File: config.mk
export PLATFORM = sky130hd
export DESIGN_NAME = datapath_pipe
export DESIGN_NICKNAME = d
export VERILOG_FILES = /design/src/rtl/datapath_pipe.sv
export SDC_FILE = /design/constraint.sdc
export NUM_CORES = 2
export LEC_CHECK = 0
export BUFFER_PORTS_ARGS = -buffer_cell sky130_fd_sc_hd__buf_2
export CAP_MARGIN = 20
export CELL_PAD_IN_SITES_DETAIL_PLACEMENT = 1
export CELL_PAD_IN_SITES_GLOBAL_PLACEMENT = 2
export CORE_ASPECT_RATIO = 1.25
export CORE_MARGIN = 2
export CORE_UTILIZATION = 40
export CTS_CLUSTER_DIAMETER = 100
export DETAILED_ROUTE_END_ITERATION = 16
export PLACE_DENSITY_LB_ADDON = 0.08
export SLEW_MARGIN = 20
export SYNTH_ARGS = -nofsm -noshare
export SYNTH_HDL_FRONTEND = slang
export SYNTH_SLANG_ARGS = --single-unit
File: constraint.sdc
create_clock -name clk -period 12 [get_ports clk]
set_input_delay 0.6 -clock clk [delete_from_list [all_inputs] [get_ports clk]]
set_output_delay 0.6 -clock clk [all_outputs]
set_load 0.05 [all_outputs]
File: src/rtl/datapath_pipe.sv
// Two-stage issue/execute datapath: register file, ALU, external load path and forwarding of the
// EX-stage result into issue, so dependent operations can issue back to back.
module datapath_pipe #(
    parameter int unsigned XLEN      = 32,
    parameter int unsigned REG_DEPTH = 32,
    parameter int unsigned ADDR_W    = $clog2(REG_DEPTH),
    parameter bit          ZERO_REG  = 1'b1
) (
    input  logic              clk,
    input  logic              reset,
    input  logic              in_valid,
    input  logic [ADDR_W-1:0] rs1_addr,
    input  logic [ADDR_W-1:0] rs2_addr,
    input  logic [ADDR_W-1:0] rd_addr,
    input  logic [3:0]        alu_ctrl,
    input  logic              wr_en,
    input  logic              load_en,
    input  logic [XLEN-1:0]   load_data,
    output logic [XLEN-1:0]   result,
    output logic              zero_flag,
    output logic              out_valid
);

    localparam int unsigned ShW = $clog2(XLEN);

    localparam logic [3:0] OpAnd  = 4'b0000;
    localparam logic [3:0] OpOr   = 4'b0001;
    localparam logic [3:0] OpAdd  = 4'b0010;
    localparam logic [3:0] OpXor  = 4'b0011;
    localparam logic [3:0] OpSub  = 4'b0110;
    localparam logic [3:0] OpSlt  = 4'b0111;
    localparam logic [3:0] OpSll  = 4'b1000;
    localparam logic [3:0] OpSrl  = 4'b1001;
    localparam logic [3:0] OpSra  = 4'b1010;
    localparam logic [3:0] OpSltu = 4'b1011;
    localparam logic [3:0] OpNor  = 4'b1100;

    logic [XLEN-1:0]   rf_q [REG_DEPTH];

    logic              ex_valid_q;
    logic [3:0]        ex_ctrl_q;
    logic [ADDR_W-1:0] ex_rd_q;
    logic              ex_wr_q;
    logic              ex_load_q;
    logic [XLEN-1:0]   ex_load_data_q;
    logic [XLEN-1:0]   ex_a_q;
    logic [XLEN-1:0]   ex_b_q;

    logic [XLEN-1:0]   result_q;
    logic              zero_q;
    logic              out_valid_q;

    logic [XLEN-1:0]   alu_out;
    logic [XLEN-1:0]   ex_value;
    logic              ex_wen;
    logic [ShW-1:0]    shamt;
    logic [ADDR_W-1:0] src_addr [2];
    logic [XLEN-1:0]   src_val [2];

    // A register is real storage only if it exists and is not the hardwired zero register.
    function automatic logic is_real_reg(input logic [ADDR_W-1:0] addr);
        return (32'(addr) < REG_DEPTH) && !(ZERO_REG && (addr == '0));
    endfunction

    always_comb begin
        shamt = ex_b_q[ShW-1:0];
        case (ex_ctrl_q)
            OpAnd:   alu_out = ex_a_q & ex_b_q;
            OpOr:    alu_out = ex_a_q | ex_b_q;
            OpAdd:   alu_out = ex_a_q + ex_b_q;
            OpXor:   alu_out = ex_a_q ^ ex_b_q;
            OpSub:   alu_out = ex_a_q - ex_b_q;
            OpSlt:   alu_out = {{(XLEN-1){1'b0}}, $signed(ex_a_q) < $signed(ex_b_q)};
            OpSltu:  alu_out = {{(XLEN-1){1'b0}}, ex_a_q < ex_b_q};
            OpNor:   alu_out = ~(ex_a_q | ex_b_q);
            OpSll:   alu_out = ex_a_q << shamt;
            OpSrl:   alu_out = ex_a_q >> shamt;
            OpSra:   alu_out = $signed(ex_a_q) >>> shamt;
            default: alu_out = '0;
        endcase
    end

    assign ex_value = ex_load_q ? ex_load_data_q : alu_out;
    assign ex_wen   = ex_valid_q && ex_wr_q && is_real_reg(ex_rd_q);

    assign src_addr[0] = rs1_addr;
    assign src_addr[1] = rs2_addr;

    // The EX result is written at the same edge the dependent op issues, so bypass the file.
    always_comb begin
        for (int i = 0; i < 2; i++) begin
            src_val[i] = '0;
            if (is_real_reg(src_addr[i])) begin
                if (ex_wen && (ex_rd_q == src_addr[i])) begin
                    src_val[i] = ex_value;
                end else begin
                    src_val[i] = rf_q[src_addr[i]];
                end
            end
        end
    end

    always_ff @(posedge clk) begin
        if (!reset) begin
            ex_valid_q     <= 1'b0;
            ex_ctrl_q      <= '0;
            ex_rd_q        <= '0;
            ex_wr_q        <= 1'b0;
            ex_load_q      <= 1'b0;
            ex_load_data_q <= '0;
            ex_a_q         <= '0;
            ex_b_q         <= '0;
            result_q       <= '0;
            zero_q         <= 1'b0;
            out_valid_q    <= 1'b0;
            for (int i = 0; i < REG_DEPTH; i++) begin
                rf_q[i] <= '0;
            end
        end else begin
            ex_valid_q <= in_valid;
            if (in_valid) begin
                ex_ctrl_q      <= alu_ctrl;
                ex_rd_q        <= rd_addr;
                ex_wr_q        <= wr_en;
                ex_load_q      <= load_en;
                ex_load_data_q <= load_data;
                ex_a_q         <= src_val[0];
                ex_b_q         <= src_val[1];
            end
            out_valid_q <= ex_valid_q;
            if (ex_valid_q) begin
                result_q <= ex_value;
                zero_q   <= (ex_value == '0);
            end
            if (ex_wen) begin
                rf_q[ex_rd_q] <= ex_value;
            end
        end
    end

    assign result    = result_q;
    assign zero_flag = zero_q;
    assign out_valid = out_valid_q;

endmodule

==> key figures <==
Die
  • Boundary Pins: 90
  • DIE WIDTH: 372 µm
  • Initial Util: 40.3%
  • Die area: 173000 µm²
  • FP Rows: 168
  • Die H: 464 µm
  • CORE AREA: 168000 µm²

Timing
  • Worst Tran Pin Value: 1.19 ns
  • RSZ-0062 raised after global routing: no
  • Final Max Tran Viols: 0
  • Endpoints failing hold: 0
  • Highest clock rate: 0.156 GHz
  • Sum of negative setup slack: 0 ns
  • Worst Skew: 0.0296 ns
  • Setup-failing EPs final: 0
  • Final min period: 6.42 ns
  • Final worst slack: 5.58 ns
  • Slew HR: 19.6%
  • Final period util: 53.5%
  • Hold slack: 0.0378 ns

Route
  • DRT Wirelength: 310000 µm
  • Post-DR wirelength/cell: 41.0 µm
  • DRT Pass-1 Iters: 6
  • Vias: 51100
  • Vias/cell: 6.76
  • DRC: 0
  • Post-DRT Antenna Nets: 0
  • Initial DRC Count: 6340

Global route
  • Pin count of the biggest net entering global routing: 120
  • First-pass GRT wire length: 426000 µm
  • Vias in the first global route: 51900
  • GR peak layer: met2
  • Met1 Usage GRT: 45.3%
  • Met3 Use GR: 6.33%
  • GRT Residual Overflow: 0
  • Gr usage total: 35.9%
  • Initial antenna violation count: 21
  • Grt met2 use: 57.5%

Critical path
  • Startpoint Class: register
  • Crit path cell chain: buf_4, ha_1, fa_1, mux2_2, a32o_1, a2111oi_0, o221ai_1, a31oi_1, o21ai_1, nor4bb_1, nand4_1, nor4b_2, nand4_1, nor4b_2, a32o_1
  • Critical path's slowest cell: nor4bb_1
  • CP Class: reg -> reg
  • CP Capture Type: register
  • CP required: 12.76 ns
  • Max stage delay on crit path: 0.83 ns
  • Critical Path AT: 7.18 ns
  • Crit-path max FO: 40

Logic synthesis
  • Post-Syn Area per Cell: 12.7 µm²
  • Commonest cells in the netlist: nor2_1, edfxtp_1, mux4_2
  • Ranking of synthesized cells by area: edfxtp_1, mux4_2, nor2_1
  • Combinational family with the most area after synthesis: multiplexers
  • Netlist cell types: 95
  • Post-synthesis cell area: 67700 µm²
  • Synth Flop Type: edfxtp_1
  • Fraction of registers with async set/reset: 0%
  • Post-synth EDFFs: 1024
  • XOR/XNOR Fraction of Synth Area: 0.336%
  • Leading area contributor after synthesis: edfxtp_1
  • Share of the synthesized area in the top cell type: 45.4%
  • Seq/Total Area, Yosys: 49.6%
  • Simple-gate share of the synthesized area: 11.1%
  • Ys Warns: 0
  • Compound-Gate Fraction of Synth Area: 6.83%
  • Flops & latches, synth: 1166
  • Top-count cell post-synth: nor2_1
  • Post-synthesis mux area share: 26.2%
  • Cells after Synth: 5315
  • Adder-cell share of the synthesized area: 1.91%

Power
  • Logic pwr share: 18.8%
  • Pleak: 0.0253 µW
  • Sequential share of power: 44.2%
  • NetSw: 3200 µW
  • Pwr/cell area: 141 nW/µm²
  • Switching share of power: 30.2%
  • Clock group share of total power: 37.0%
  • Worst vdd ir: 0.109 mV
  • Total internal power: 7410 µW

Run status
  • Outcome: completed

Layout
  • Layout cells sized above 1: 25.6%
  • Filler cells: 17100
  • Fin nets: 5398
  • Area growth syn-to-layout: 11.2%

Clock network
  • Longest Clk Path Bufs: 3
  • H-tree depth: 4
  • CTS root buffer: clkbuf_16
  • Sink Count: 1166
  • Worst skew pair latency: 0.81 ns
  • Clk slew on worst S/H paths: 0.06 ns
  • CTS resizes: 0
  • CTS tree: done
  • Number of buffers created by CTS: 135

Worst hold path
  • HP Class: in -> reg

Placed design
  • Pre-CTS setup slack: 5.61 ns
  • PortBufs: 89
  • GPL Wtd Cong: 1.03
  • Hpwl dp: 195000 µm

Run
  • Max cap viols: 0
## per-stage QoR
step | instances | util [%] | instance area, µm² | total power [µW]
floorplan | 5346 | - | 67800 | 5900
global placement | 7284 | 42.2 | 70900 | 6680
detailed placement | 7287 | 42.2 | 70900 | 6720
CTS | 7552 | 44.8 | 75200 | 10600
global route | 7559 | 44.8 | 75300 | 10900
finish | 7562 | 44.8 | 75300 | 10600
## worst max-delay path: cells and delay by family, from the launching register on
family          cells  cell delay (ns)
fa+ha+maj           2             0.83
buf+inv             1             0.64
mux                 1             0.27
compound gates      6             1.75
flops               1             0.73
simple gates        5             2.09
## cell families after synthesis
kind of cell             count (synthesis)
multiplexers                           889
adder cells (fa/ha/maj)                102
other                                    1
flip-flops                            1166
XOR/XNOR                                26
AND/OR/NAND/NOR                       1783
buffers and inverters                  676
AO/OA/AOI/OAI                          672
## power groups by stage
stage               registers [µW]  logic (µW)  clock network [µW]
global placement              4750        1930                   0
global route                  4700        2070                4120
floorplan                     4720        1190                   0
finish                        4690        2000                3920
detailed placement            4770        1950                   0
CTS                           4680        1960                3990
## sequential cells by signal (all words and copies together), names as in the netlist, 4 cells and up
name,count
ex_a_q,32
ex_b_q,32
ex_ctrl_q,4
ex_load_data_q,32
ex_rd_q,5
result,32
rf_q,1024
## cell type report
cell class / count / area, µm² / area share, %
clock inverter: 69 / 449 / 0.597
inverter: 114 / 433 / 0.575
sequential: 1166 / 33600 / 44.6
clock buffer: 172 / 3580 / 4.75
multi-input combinational: 3504 / 32000 / 42.5
tap: 2210 / 2770 / 3.67
antenna: 8 / 20.0 / 0.0266
timing repair buffer: 319 / 2470 / 3.28
## worst paths after layout
path / startpoint / endpoint / slack, ns / depth (start not counted)
min reg2reg: result[21]$_SDFFE_PN0P_ / result[21]$_SDFFE_PN0P_ / 0.47 / 2
max: ex_b_q[0]$_SDFFE_PN0P_ / zero_flag$_SDFFE_PN0P_ / 5.58 / 15
max reg2reg: ex_b_q[0]$_SDFFE_PN0P_ / zero_flag$_SDFFE_PN0P_ / 5.58 / 15
min: load_data[15] / ex_load_data_q[15]$_SDFFE_PN0P_ / 0.04 / 3
## layer usage
| metal | part of all wire (%) | wire length, µm |
|---|---|---|
| met2 | 47 | 147000 |
| met1 | 37 | 116000 |
| met4 | 7.1 | 21900 |
| met3 | 8.1 | 25200 |
| met5 | 0.014 | 44 |
## what timing repair did
item                                   4_1_cts  5_1_grt
endpoints found under the hold margin       24        0
buffers inserted                             0        0
hold buffers                                24        0
## placed cells by master, fill, tap and decap left out, types with 56 or more instances in the layout
master / instances
buf_2: 77
mux2i_1: 121
nand2_2: 62
dfxtp_1: 135
edfxtp_1: 1024
and2_1: 74
clkbuf_16: 137
a21oi_1: 159
buf_4: 201
ha_1: 100
mux4_2: 702
a211oi_1: 56
nand2_1: 164
o22ai_1: 63
nor2_1: 1230
mux2_2: 65
inv_1: 108
o21ai_0: 95
Note: power is estimated with default switching activity, not from simulation.
